`src/rtl/instr_fetch_unit_pkg.sv`:
```
// Shared constants and helpers for the instruction fetch unit and its reservation queue.
package instr_fetch_unit_pkg;

    localparam int          DATA_WIDTH_32 = 32;
    localparam logic [31:0] NOP_INST_32   = 32'h0000_0013;

    // Width of a counter able to hold 0..depth inclusive.
    function automatic int cnt_width(input int depth);
        return $clog2(depth + 1);
    endfunction

    function automatic logic is_aligned(input logic [1:0] addr_lsb);
        return (addr_lsb == 2'b00);
    endfunction

endpackage

```
`src/rtl/instr_fetch_unit_fetch_queue.sv`:
```
// In-order reservation FIFO: entries are allocated at PC acceptance and filled later,
// oldest unfilled first, as memory responses return.
module fetch_queue
    import instr_fetch_unit_pkg::*;
#(
    parameter int             DW    = DATA_WIDTH_32,
    parameter int             DEPTH = 2,
    parameter logic [DW-1:0]  NOP   = NOP_INST_32
) (
    input  logic                        clk,
    input  logic                        rst,
    input  logic                        flush_i,
    input  logic                        alloc_i,
    input  logic [DW-1:0]               alloc_pc_i,
    input  logic                        alloc_fault_i,
    input  logic                        fill_i,
    input  logic [DW-1:0]               fill_data_i,
    input  logic                        pop_i,
    output logic                        full_o,
    output logic                        empty_o,
    output logic [cnt_width(DEPTH)-1:0] unfilled_cnt_o,
    output logic                        has_unfilled_o,
    output logic                        head_filled_o,
    output logic [DW-1:0]               head_pc_o,
    output logic [DW-1:0]               head_data_o,
    output logic                        head_fault_o
);

    localparam int PW = (DEPTH > 1) ? $clog2(DEPTH) : 1;
    localparam int CW = cnt_width(DEPTH);

    logic [DW-1:0]    pc_q   [DEPTH];
    logic [DW-1:0]    data_q [DEPTH];
    logic [DEPTH-1:0] filled_q;
    logic [DEPTH-1:0] fault_q;
    logic [PW-1:0]    head_q;
    logic [PW-1:0]    tail_q;
    logic [CW-1:0]    count_q;

    logic             fill_found;
    logic [PW-1:0]    fill_idx;
    logic [PW-1:0]    scan_idx;
    logic [CW-1:0]    unfilled;

    // Walk from the head so the first unfilled entry found is the oldest outstanding read.
    always_comb begin
        fill_found = 1'b0;
        fill_idx   = head_q;
        scan_idx   = '0;
        unfilled   = '0;
        for (int i = 0; i < DEPTH; i++) begin
            scan_idx = head_q + PW'(i);
            if ((CW'(i) < count_q) && !filled_q[scan_idx]) begin
                unfilled = unfilled + CW'(1);
                if (!fill_found) begin
                    fill_found = 1'b1;
                    fill_idx   = scan_idx;
                end
            end
        end
    end

    // Payload storage carries no reset; validity is defined by count/filled only.
    always_ff @(posedge clk) begin
        if (alloc_i && !flush_i) begin
            pc_q[tail_q] <= alloc_pc_i;
            if (alloc_fault_i) begin
                data_q[tail_q] <= NOP;
            end
        end
        if (fill_i && fill_found && !flush_i) begin
            data_q[fill_idx] <= fill_data_i;
        end
    end

    always_ff @(posedge clk) begin
        if (rst || flush_i) begin
            head_q   <= '0;
            tail_q   <= '0;
            count_q  <= '0;
            filled_q <= '0;
            fault_q  <= '0;
        end else begin
            if (alloc_i) begin
                tail_q           <= tail_q + PW'(1);
                filled_q[tail_q] <= alloc_fault_i;
                fault_q[tail_q]  <= alloc_fault_i;
            end
            if (fill_i && fill_found) begin
                filled_q[fill_idx] <= 1'b1;
            end
            if (pop_i) begin
                head_q <= head_q + PW'(1);
            end
            count_q <= count_q + CW'(alloc_i) - CW'(pop_i);
        end
    end

    assign full_o         = (count_q == CW'(DEPTH));
    assign empty_o        = (count_q == '0);
    assign unfilled_cnt_o = unfilled;
    assign has_unfilled_o = fill_found;
    assign head_filled_o  = filled_q[head_q];
    assign head_pc_o      = pc_q[head_q];
    assign head_data_o    = data_q[head_q];
    assign head_fault_o   = fault_q[head_q];

endmodule

```
`src/rtl/instr_fetch_unit.sv`:
```
// Fetch stage: PC handshake, in-order imem requests, misaligned-PC faulting and
// flush handling with a counter of stale responses still to be discarded.
module instr_fetch_unit
    import instr_fetch_unit_pkg::*;
#(
    parameter int                    DATA_WIDTH = DATA_WIDTH_32,
    parameter int                    DEPTH      = 2,
    parameter logic [DATA_WIDTH-1:0] NOP_INST   = NOP_INST_32
) (
    input  logic                  clk,
    input  logic                  rst,
    input  logic                  flush,
    input  logic                  pc_valid,
    output logic                  pc_ready,
    input  logic [DATA_WIDTH-1:0] pc_in,
    output logic                  imem_req_valid,
    input  logic                  imem_req_ready,
    output logic [DATA_WIDTH-1:0] imem_req_addr,
    input  logic                  imem_rsp_valid,
    input  logic [DATA_WIDTH-1:0] imem_rsp_data,
    output logic                  inst_valid,
    input  logic                  inst_ready,
    output logic [DATA_WIDTH-1:0] inst_data,
    output logic [DATA_WIDTH-1:0] inst_pc,
    output logic                  inst_fault
);

    localparam int CW = cnt_width(DEPTH);

    logic          full;
    logic          empty;
    logic [CW-1:0] unfilled_cnt;
    logic          has_unfilled;
    logic          head_filled;
    logic          aligned;
    logic          accept;
    logic          pop;
    logic          rsp_drop;
    logic          rsp_fill;
    logic [CW-1:0] drop_cnt_q;
    logic [CW-1:0] drop_cnt_d;

    assign aligned        = is_aligned(pc_in[1:0]);
    assign imem_req_valid = pc_valid & aligned & ~full & ~flush & ~rst;
    assign pc_ready       = (aligned ? imem_req_ready : 1'b1) & ~full & ~flush & ~rst;
    assign imem_req_addr  = pc_in;
    assign accept         = pc_valid & pc_ready;

    assign inst_valid     = head_filled & ~empty & ~flush & ~rst;
    assign pop            = inst_valid & inst_ready;

    assign rsp_drop       = imem_rsp_valid & (drop_cnt_q != '0);
    assign rsp_fill       = imem_rsp_valid & (drop_cnt_q == '0) & ~flush;

    // On flush every outstanding read (already owed drops plus unfilled entries) becomes
    // stale, less the one returning right now.
    always_comb begin
        drop_cnt_d = drop_cnt_q;
        if (flush) begin
            drop_cnt_d = drop_cnt_q + unfilled_cnt - CW'(imem_rsp_valid);
        end else if (rsp_drop) begin
            drop_cnt_d = drop_cnt_q - CW'(1);
        end
    end

    always_ff @(posedge clk) begin
        if (rst) begin
            drop_cnt_q <= '0;
        end else begin
            drop_cnt_q <= drop_cnt_d;
        end
    end

    fetch_queue #(
        .DW    (DATA_WIDTH),
        .DEPTH (DEPTH),
        .NOP   (NOP_INST)
    ) u_queue (
        .clk            (clk),
        .rst            (rst),
        .flush_i        (flush),
        .alloc_i        (accept),
        .alloc_pc_i     (pc_in),
        .alloc_fault_i  (~aligned),
        .fill_i         (rsp_fill),
        .fill_data_i    (imem_rsp_data),
        .pop_i          (pop),
        .full_o         (full),
        .empty_o        (empty),
        .unfilled_cnt_o (unfilled_cnt),
        .has_unfilled_o (has_unfilled),
        .head_filled_o  (head_filled),
        .head_pc_o      (inst_pc),
        .head_data_o    (inst_data),
        .head_fault_o   (inst_fault)
    );

    // A response must either be owed to a flushed fetch or have an entry waiting for it.
    assert property (@(posedge clk) disable iff (rst)
        imem_rsp_valid |-> ((drop_cnt_q != '0) || has_unfilled));

endmodule
```
`config.mk`:
```
export PLATFORM = sky130hd
export DESIGN_NAME = instr_fetch_unit
export DESIGN_NICKNAME = d
export VERILOG_FILES = /design/src/rtl/instr_fetch_unit_pkg.sv /design/src/rtl/instr_fetch_unit_fetch_queue.sv /design/src/rtl/instr_fetch_unit.sv
export SDC_FILE = /design/constraint.sdc
export NUM_CORES = 1
export LEC_CHECK = 0
export CAP_MARGIN = 5
export CORE_MARGIN = 3
export CORE_UTILIZATION = 25
export DETAILED_ROUTE_END_ITERATION = 6
export HOLD_SLACK_MARGIN = 0.02
export PLACE_DENSITY = 0.44
export SLEW_MARGIN = 20
export SYNTH_ARGS = -nofsm -noshare
export SYNTH_HDL_FRONTEND = slang
export SYNTH_SLANG_ARGS = --single-unit
```
`constraint.sdc`:
```
create_clock -name clk -period 9 [get_ports clk]
set_input_delay 1.35 -clock clk [delete_from_list [all_inputs] [get_ports clk]]
set_output_delay 1.35 -clock clk [all_outputs]
set_load 0.02 [all_outputs]
```
[Word level (Yosys, flattened, before mapping)]
Memory sizes are Yosys's and may differ from the RTL's. A register that Yosys moved wholly into a read port is not among the register bits.
Index checks and enable logic that the tools add are counted.
Word-level totals
  flip-flop bits (word level): 10
  RAM bits: 128
  input bits: 71
  output and inout bits: 100
  memories: 2
Memories
  u_queue.data_q: depth 2, width 32, read ports 1, clocked after Yosys merged registers in 1, write ports 2, line instr_fetch_unit_fetch_queue.sv:33  | logic [DW-1:0] data_q [DEPTH];
  u_queue.pc_q: depth 2, width 32, read ports 1, clocked after Yosys merged registers in 1, write ports 1, line instr_fetch_unit_fetch_queue.sv:32  | logic [DW-1:0] pc_q [DEPTH];
Cells by class
  add/subtract/negate cells: 8
  magnitude comparators: 8
  eq/ne operators: 1
  muxes and demuxes: 35
  bitwise operators: 21
  reductions and logical operators: 16
Operator list (number)
  $mux 1: 25
  $and 1x1->1: 15
  $mux 2: 6
  $lt 1x2->1 const B: 4
  $logic_and 1x1->1: 7
  $logic_not 2->1: 3
  $not 1->1: 5
  $bwmux 2: 2
  $lt 1x2->1 const A: 2
  $reduce_bool 2->1: 2
  $sub 2x1->2: 2
  $logic_not 1->1: 3
  $add 1x1->1 const B: 2
  $add 1x1->2 const B: 1
  $add 2x1->2: 1
  $add 2x2->2: 1
  $demux 1 s1: 2
  $eq 2x2->1 const B: 1
  $ge 1x1->1 const B: 2
  $or 2x2->2: 1
  $sub 2x1->2 const B: 1
  $logic_or 1x1->1: 1

[Logic depth before layout (Yosys ltp)]
Gate-level depths: netlist of the first run.
  word-level depth: 13
  gate-level depth with buffers: 11
  depth with buffers taken out: 10

[Cells and area by module]
From an unflattened synthesis of the first run, not the netlist that was laid out.
Unflattened totals
  cells, all modules: 432
  area, all modules: 6057.1 sq um
By module, submodules not included
  fetch_queue: times used 1, cells an instance 370, area each 5579.1 sq um, seq. area each 4023.9 sq um
  instr_fetch_unit: times used 1, cells an instance 62, area each 478.0 sq um, seq. area each 40.0 sq um

[Least setup slack after synthesis of the first run]
No wires, ideal clock.
  kind: input to register
  start point: input port imem_rsp_valid
  end point: memory u_queue.data_q[0][0] (netlist name) (enable)
  setup time: 466 ps
  data arrival time: 4115 ps
  data required time: 8534 ps
  path slack: 4419 ps
  cell stages on the path: 3
  path buffers: 0
  cells stage by stage: nand2_1 or3_1 o21ai_0
RTL lines
  start, declared: line instr_fetch_unit.sv:19  | input logic imem_rsp_valid,
  end, declared: line instr_fetch_unit_fetch_queue.sv:33

[Final worst setup path of the first run]
  start point: input port flush
  end point: output port imem_req_valid
On the way
  cells in the longest elaborated chain, start to end: 3
Ends and longest elaborated chain
  start, declared: line instr_fetch_unit.sv:12  | input logic flush,
  $not 1->1: line instr_fetch_unit.sv:44  | assign imem_req_valid = pc_valid & aligned & ~full & ~flush & ~rst;
  $and 1x1->1 (2 in series): line instr_fetch_unit.sv:44
  end, declared: line instr_fetch_unit.sv:16  | output logic imem_req_valid,
Every way passes these cells.

==> flow_summary.toml, run 1 <==
[synthesis]
yosys_warnings = 0
synth-xor-area-share_pct = 0.839
syn_inst = 427
synth_compound_area_share_pct = 2.20
synthMuxAreaShare_pct = 12.2
synth_top_family_by_area = "multiplexers"
synth-main-ff-cell = "edfxtp_1"
netlist_area_um2 = 6260
yosys.area_share.simple_pct = 11.6
synth-edff-count = 128
syn_nets = 505
synth.yosys.seq_area_share_pct = 64.9
yosysUniqueCellTypes = 44
synthArstFlopShare_pct = 0
ys_ff_latch = 139
synth.avg_cell_area_um2 = 14.7
synthAdderAreaFrac_pct = 1.40

[detailed_routing]
post-route-drc-count = 0
met2_length_um = 7490
via_count = 3799
dr.first_iter.drc_count = 151
met3_length_um = 972
wl_met1_um = 6560
wl_um = 15200
wire_per_inst_um = 16.7
first_pass_iters = 4
top_layer = "met4"
ant_nets = 0
via_per_inst = 4.18

[floorplanning]
fp.dieH_um = 164
core-area_um2 = 24500
initial_core_util_pct = 25.6
rows = 57
ios = 171
die_area_um2 = 27000
die_x_um = 164

[flow_run]
drv_cap = 0

[critical_path]
critPathRequiredTime_ns = 7.65
path_max_fanout = 8
end_kind = "output port"
reg2reg_depth = 6
critPathKind = "input port to output port"
startpoint_type = "input port"
timing.rr.end = "u_queue.data_q[0][22]"
crit_arrival_ns = 3.30
r2r_setup_slack_ns = 5.71
r2r_start = "u_queue.head_q"

[placement]
placed_area_um2 = 8070
port_buffers = 170
dpl.hpwl_um = 9730
pre_cts_ws_ns = 4.35
place_congestion = 0.728

[sta]
hold_viol_final = 0
finalMaxSlewViolations = 0
setup_tns_ns = 0
setup_viol = 0
whs_ns = 0.461
post-route-min-period_ns = 4.65
rsz0062_at_grt = "false"
fin_crit_sh_pct = 51.6
clock.fmax_ghz = 0.215
skew_ns = 0.00793
relSlewSlack_pct = 34.8
fin_ws_ns = 4.35
tightestPinTransition_ns = 0.978

[final_layout]
fin_nets = 649
syn_to_final_growth_pct = 38.1
post-route-util_pct = 35.4
drive_gt1_share_pct = 24.8
diodes = 0
fin_area_um2 = 8650

[cts]
cts_buffers = 17
clk_path_buf_depth = 2
clk_pin_slew_ns = 0.06
cts.sinks = 139
postCtsSetupBuffers = 0
htree_levels = 4
ctsHoldBuffers = 0
clk_latency_ns = 0.41
cts_resized = 0
clock-root-buffer = "clkbuf_16"
cts_tree = "yes"

[global_routing]
grt.total_usage_pct = 11.3
grt_pass1_vias = 3898
grt_pass1_wl_um = 22700
grt_max_degree = 65
gr-total-overflow = 0
grt_antenna_before_repair = 0

[min_path]
hold_end = "u_queue.fault_q[0]"
min-delay-path-class = "flip-flop to flip-flop"
hold_start = "u_queue.fault_q[0]"
min_path_cells = 2

[outcome]
status = "finished, final reports clean"

[power_and_ir_drop]
leakagePower_nw = 2.88
ir_drop_mv = 0.102
p_per_area_nw_per_um2 = 178
## metrics by stage
step / std cells / total power [W]
floorplan: 427 / 0.000797
global placement: 876 / 0.000867
detailed placement: 876 / 0.000869
CTS: 908 / 0.00157
global route: 908 / 0.00160
finish: 908 / 0.00154
## power breakdown
part	switching, W	internal, W
combinational	0.0000615	0.0000712
clock	0.000297	0.000391
sequential	0.00000505	0.000715
## per-layer routing
metal,GRT usage [%],vias up
li1,-,1782
met1,13.8,1883
met5,0,-
met4,4.00,0
met2,19.0,121
met3,3.15,13
## synthesized netlist by cell type (2+ instances only)
cell type | number | area share [%]
nor3_1 | 3 | 0.24
mux2i_1 | 2 | 0.32
a211oi_1 | 2 | 0.24
nand2b_1 | 2 | 0.20
xnor2_1 | 5 | 0.70
buf_6 | 5 | 0.90
ha_1 | 7 | 1.4
inv_1 | 8 | 0.48
and2_1 | 2 | 0.20
or3_4 | 2 | 0.36
a311oi_1 | 2 | 0.28
nor2_4 | 21 | 3.8
nor2_2 | 7 | 0.70
buf_4 | 35 | 4.2
o21ai_0 | 2 | 0.16
nand3_1 | 2 | 0.16
nor2_1 | 42 | 2.5
edfxtp_1 | 128 | 61
dfxtp_1 | 11 | 3.5
buf_12 | 2 | 0.64
mux2_2 | 66 | 12
nand2_1 | 41 | 2.5
buf_2 | 8 | 0.64
a21o_1 | 2 | 0.24
## cell families (layout without fill, tap and decap cells)
family | Yosys count | in the layout
multiplexers | 68 | 68
AND/OR/NAND/NOR | 130 | 130
adder cells (fa/ha/maj) | 7 | 7
AO/OA/AOI/OAI | 18 | 18
flip-flops | 139 | 139
buffers and inverters | 59 | 216
XOR/XNOR | 6 | 6
## cell type report
class                      instances  area (µm²)
clock buffer                      17         425
clock inverter                    15         159
fill                            2403       15800
inverter                           9        33.8
multi-input combinational        229        1820
sequential                       139        4070
tap                              324         405
timing repair buffer             175        1740
## placed cells by master (no fill, tap or decap), types with 7 or more instances in the layout
cell	count
clkdlybuf4s50_1	170
edfxtp_1	128
mux2_2	66
nor2_1	42
nand2_1	41
nor2_4	21
clkbuf_16	17
dfxtp_1	10
inv_1	8
nor2_2	7
ha_1	7
## flip-flops by register name (all words and copies together), names as in the netlist, named ones only
| register | cells |
|---|---|
| u_queue.count_q | 2 |
| u_queue.tail_q | 1 |
| u_queue.pc_q | 64 |
| u_queue.filled_q | 2 |
| drop_cnt_q | 2 |
| u_queue.fault_q | 2 |
| u_queue.data_q | 64 |
| u_queue.head_q | 1 |
## worst max path at each step
stage	from	to	cells past startpoint
6_report	flush	imem_req_valid	5
4_1_cts	flush	imem_req_valid	5
3_5_place_dp	flush	imem_req_valid	5
5_1_grt	flush	imem_req_valid	5
3_3_place_gp	flush	imem_req_valid	5
2_1_floorplan	imem_rsp_valid	u_queue.data_q[0][0]	3
## worst max-delay path: stages
cell,delay [ns]
clkdlybuf4s50_1,0.60
nor2_4,0.31
nand3_2,0.23
nor3_1,0.18
clkdlybuf4s50_1,0.63
Power figures use the tool's default switching activity.
==> run 2, diff against run 1 <==
--- a/config.mk
+++ b/config.mk
@@ -10,7 +10,7 @@
 export CORE_UTILIZATION = 25
 export DETAILED_ROUTE_END_ITERATION = 6
 export HOLD_SLACK_MARGIN = 0.02
-export PLACE_DENSITY = 0.44
+export PLACE_DENSITY = 0.46
 export SLEW_MARGIN = 20
 export SYNTH_ARGS = -nofsm -noshare
 export SYNTH_HDL_FRONTEND = slang
==> constraint.sdc (replaced) <==
create_clock -name clk -period 4 [get_ports clk]
set_input_delay 0.6 -clock clk [delete_from_list [all_inputs] [get_ports clk]]
set_output_delay 0.6 -clock clk [all_outputs]
set_load 0.02 [all_outputs]
==> run 2 against run 1 <==
First-iteration DRC count decreased by 26%. Routed wire length decreased by 5.0%. Critical path depth unchanged. Global-route usage decreased by 0.33 points. Die area unchanged. Setup slack got worse by 3.5 ns. Flip-flop and latch count unchanged. Via count decreased by 2.7%. Critical path type unchanged. Utilization increased by 0.18 points.
==> flow_summary.toml, run 2 (synthesis gave the netlist of run 1 again) <==
[critical_path]
path_cells = "clkdlybuf4s50_1 > nor2_4 > nand3_2 > nor3_1 > clkdlybuf4s50_1"
critPathTopFamily = "buffers and inverters"
r2r_setup_slack_ns = 0.94
critPathRequiredTime_ns = 3.40
startpoint_type = "input port"
max_stage_delay_ns = 0.64
crit_arrival_ns = 2.57
path_max_fanout = 8
reg2reg_depth = 6
critPathKind = "input port to output port"
end_kind = "output port"
crit_buf_inv = 2
cpMaxStageDelayCell = "clkdlybuf4s50_1"
cpMostUsedCell = "clkdlybuf4s50_1"
cp.depth = 5

[power_and_ir_drop]
leakagePower_nw = 2.90
power_frac_seq_pct = 45.9
p_per_area_nw_per_um2 = 406
switching_power_w = 0.000814
p_comb_share_pct = 8.5
switching_share_pct = 23.1
clkPwrFrac_pct = 45.6
ir_drop_mv = 0.202
p_int_w = 0.00271

[global_routing]
grt.total_usage_pct = 10.9
gr-total-overflow = 0
grt_pass1_vias = 3906
grt_max_degree = 65
grt_pass1_wl_um = 22100
grt_antenna_before_repair = 0

[floorplanning]
initial_core_util_pct = 25.6
rows = 57
core-area_um2 = 24500
die_x_um = 164
fp.dieH_um = 164
die_area_um2 = 27000
ios = 171

[placement]
pre_cts_ws_ns = 0.638
port_buffers = 170
place_congestion = 0.746
dpl.hpwl_um = 9630

[cts]
clk_pin_slew_ns = 0.06
clk_path_buf_depth = 2
ctsHoldBuffers = 0
clock-root-buffer = "clkbuf_16"
cts_tree = "yes"
htree_levels = 4
cts_buffers = 17
clk_latency_ns = 0.41
cts_resized = 0
postCtsSetupBuffers = 0
cts.sinks = 139

[detailed_routing]
ant_nets = 0
via_count = 3698
dr.first_iter.drc_count = 111
wl_um = 14400
wire_per_inst_um = 15.9
post-route-drc-count = 0
via_per_inst = 4.07
first_pass_iters = 4

[final_layout]
fill_cells = 2372
drive_gt1_share_pct = 25.0
syn_to_final_growth_pct = 38.8
fin_nets = 650
post-route-util_pct = 35.5
multiInputGateArea_um2 = 1820
diodes = 0
reg_top3 = "u_queue.data_q: 64 flops, u_queue.pc_q: 64 flops"
final_cell_mix = "clkdlybuf4s50_1 (170), edfxtp_1 (128), mux2_2 (66)"
seq_area_um2 = 4070
final_common_cell = "clkdlybuf4s50_1"

[min_path]
min_path_cells = 2
min-delay-path-class = "flip-flop to flip-flop"

[sta]
fin_ws_ns = 0.829
clock.fmax_ghz = 0.315
post-route-min-period_ns = 3.17
fin_crit_sh_pct = 79.3
skew_ns = 0.00841
finalMaxSlewViolations = 0
setup_viol = 0
setup_tns_ns = 0
tightestPinTransition_ns = 0.938
hold_viol_final = 0
rsz0062_at_grt = "false"
relSlewSlack_pct = 37.4

[outcome]
status = "finished, final reports clean"

[flow_run]
drv_cap = 0
==> run 2: power groups by stage <==
| stage | Clock (W) | Combinational, W | Sequential, W |
|---|---|---|---|
| 3_3_place_gp | 0 | 0.000298 | 0.00165 |
| 2_1_floorplan | 0 | 0.000143 | 0.00165 |
| 6_report | 0.00161 | 0.000300 | 0.00162 |
| 4_1_cts | 0.00166 | 0.000303 | 0.00162 |
| 5_1_grt | 0.00173 | 0.000322 | 0.00162 |
| 3_5_place_dp | 0 | 0.000302 | 0.00165 |
==> run 2: path summary, 6_finish.rpt <==
check,startpoint,end
setup / recovery,flush,imem_req_valid
hold / removal,u_queue.fault_q[0],u_queue.fault_q[0]
hold reg to reg,u_queue.fault_q[0],u_queue.fault_q[0]
setup reg to reg,u_queue.head_q,u_queue.data_q[0][7]
==> run 2: cell type report <==
class | instances | area share, %
inverter | 9 | 0.388
tap | 324 | 4.66
sequential | 139 | 46.8
clock buffer | 17 | 4.89
timing repair buffer | 176 | 20.3
clock inverter | 15 | 2.04
multi-input combinational | 229 | 20.9
==> run 2: worst reg2reg max path, delay by kind of cell (launching register included) <==
kind / cells / cell delay [ns]
AO/OA/AOI/OAI: 1 / 0.54
adder cells (fa/ha/maj): 1 / 0.25
buffers and inverters: 1 / 0.24
flip-flops: 1 / 0.49
multiplexers: 1 / 0.40
AND/OR/NAND/NOR: 2 / 0.81
==> run 2: stage by stage <==
stage,cells,total power [W],hold slack (ns),cell area [µm²]
finish,909,0.00353,0.461,8700
global placement,876,0.00195,0.467,8070
detailed placement,876,0.00195,0.447,8070
global route,909,0.00367,0.478,8700
floorplan,427,0.00179,0.431,6260
CTS,908,0.00358,0.457,8670
==> run 2: per-layer routing <==
layer,vias to the layer above,routed length [µm],GRT usage [%]
li1,1786,-,-
met1,1785,6340,13.7
met2,112,7160,18.4
met3,15,751,2.57
met4,0,196,4.00
met5,-,0,0
==> run 3, diff against run 2 <==
==> constraint.sdc (replaced) <==
create_clock -name clk -period 2.6 [get_ports clk]
set_input_delay 0.39 -clock clk [delete_from_list [all_inputs] [get_ports clk]]
set_output_delay 0.39 -clock clk [all_outputs]
set_load 0.02 [all_outputs]
==> run 3 against run 2 <==
Flip-flop and latch count unchanged. Clock skew hardly changed. Via count rose by 3.1%. Count of clock-buffer cells in the layout increased by 1. Power rose by 52%. Combinational power grew 59%. Non-clock buffer count grew 16. Setup slack got worse by 0.72 ns. Largest cell class unchanged. Largest power group unchanged. Highest routed layer unchanged.
==> flow_summary.toml, run 3 (synthesis gave the netlist of run 1 again) <==
[final_layout]
post-route-util_pct = 36.3
fill_cells = 2364
fin_nets = 666
syn_to_final_growth_pct = 41.8
final_common_cell = "clkdlybuf4s50_1"
drive_gt1_share_pct = 27.1
reg_top3 = "u_queue.data_q: 64 flops, u_queue.pc_q: 64 flops"
final_cell_mix = "clkdlybuf4s50_1 (170), edfxtp_1 (128), mux2_2 (66)"

[detailed_routing]
post-route-drc-count = 0
first_pass_iters = 4
via_count = 3811
ant_nets = 0
wire_per_inst_um = 15.7
dr.first_iter.drc_count = 157
via_per_inst = 4.12
wl_um = 14600

[flow_run]
drv_cap = 0

[critical_path]
startpoint_type = "flip-flop"
critPathRequiredTime_ns = 2.21
crit_buf_inv = 2
critPathTopFamily = "buffers and inverters"
critPathKind = "flip-flop to output port"
path_cells = "buf_4 > mux2_2 > clkdlybuf4s50_1"
path_max_fanout = 28
max_stage_delay_ns = 0.58
crit_arrival_ns = 2.11
cpMaxStageDelayCell = "clkdlybuf4s50_1"
end_kind = "output port"

[min_path]
min-delay-path-class = "flip-flop to flip-flop"

[sta]
relSlewSlack_pct = 65.5
fin_crit_sh_pct = 96.0
post-route-min-period_ns = 2.50
tightestPinTransition_ns = 0.513
fin_ws_ns = 0.105
setup_tns_ns = 0
setup_viol = 0
skew_ns = 0.00831
rsz0062_at_grt = "false"
whs_ns = 0.459
hold_viol_final = 0
finalMaxSlewViolations = 0
clock.fmax_ghz = 0.401

[floorplanning]
initial_core_util_pct = 25.6
fp.dieH_um = 164
ios = 171
die_area_um2 = 27000
rows = 57
die_x_um = 164
core-area_um2 = 24500

[global_routing]
grt.total_usage_pct = 11.0
grt_pass1_wl_um = 22300
grt_antenna_before_repair = 0
grt_max_degree = 37
grt_pass1_vias = 4049
gr-total-overflow = 0

[placement]
place_congestion = 0.691
pre_cts_ws_ns = 0.164
dpl.hpwl_um = 10100
port_buffers = 170

[power_and_ir_drop]
ir_drop_mv = 0.267
leakagePower_nw = 2.99
finalPower_w = 0.00538
p_per_area_nw_per_um2 = 605

[cts]
ctsHoldBuffers = 0
clk_path_buf_depth = 2
clk_pin_slew_ns = 0.06
postCtsSetupBuffers = 0
htree_levels = 4
cts_resized = 0
clk_latency_ns = 0.42
clock-root-buffer = "clkbuf_16"
cts_buffers = 17
cts.sinks = 139
cts_tree = "yes"

[outcome]
status = "finished, final reports clean"
run 3: routing by layer:
metal / vias to the layer above / global-route usage [%] / routed length, µm
li1: 1819 / - / -
met5: - / 0 / 0
met2: 113 / 19.2 / 7450
met1: 1865 / 13.2 / 6120
met3: 14 / 3.25 / 831
met4: 0 / 3.11 / 154
run 3: where the power goes:
group          leakage, nW  internal, W  switching, W  total, W
combinational         1.41     0.000261      0.000216  0.000476
sequential            1.30      0.00248     0.0000161   0.00249
clock                0.280      0.00143      0.000978   0.00241
total                 2.99      0.00417       0.00121   0.00538
run 3: area by class of cell:
type | instances | area, µm² | share of cell area (%)
antenna | 1 | 2.50 | 0.0282
sequential | 139 | 4070 | 45.8
inverter | 9 | 33.8 | 0.380
tap | 324 | 405 | 4.56
clock inverter | 14 | 160 | 1.80
clock buffer | 18 | 429 | 4.83
timing repair buffer | 192 | 1940 | 21.9
multi-input combinational | 229 | 1850 | 20.8
run 3: per-stage QoR:
| stage | area (µm²) | instances |
|---|---|---|
| 2_1_floorplan | 6320 | 427 |
| 3_3_place_gp | 8290 | 893 |
| 3_5_place_dp | 8290 | 893 |
| 4_1_cts | 8880 | 925 |
| 5_1_grt | 8880 | 925 |
| 6_report | 8890 | 926 |
run 3: final timing paths:
kind | from | slack, ns | to | cells past startpoint
worst max-delay path | flip-flop | 0.10 | inst_data[31] | 3
worst min-delay path | u_queue.fault_q[1] | 0.46 | u_queue.fault_q[1] | 1
worst max register to register | u_queue.head_q | 0.24 | u_queue.data_q[1][5] | 6
worst min register to register | u_queue.fault_q[1] | 0.46 | u_queue.fault_q[1] | 1
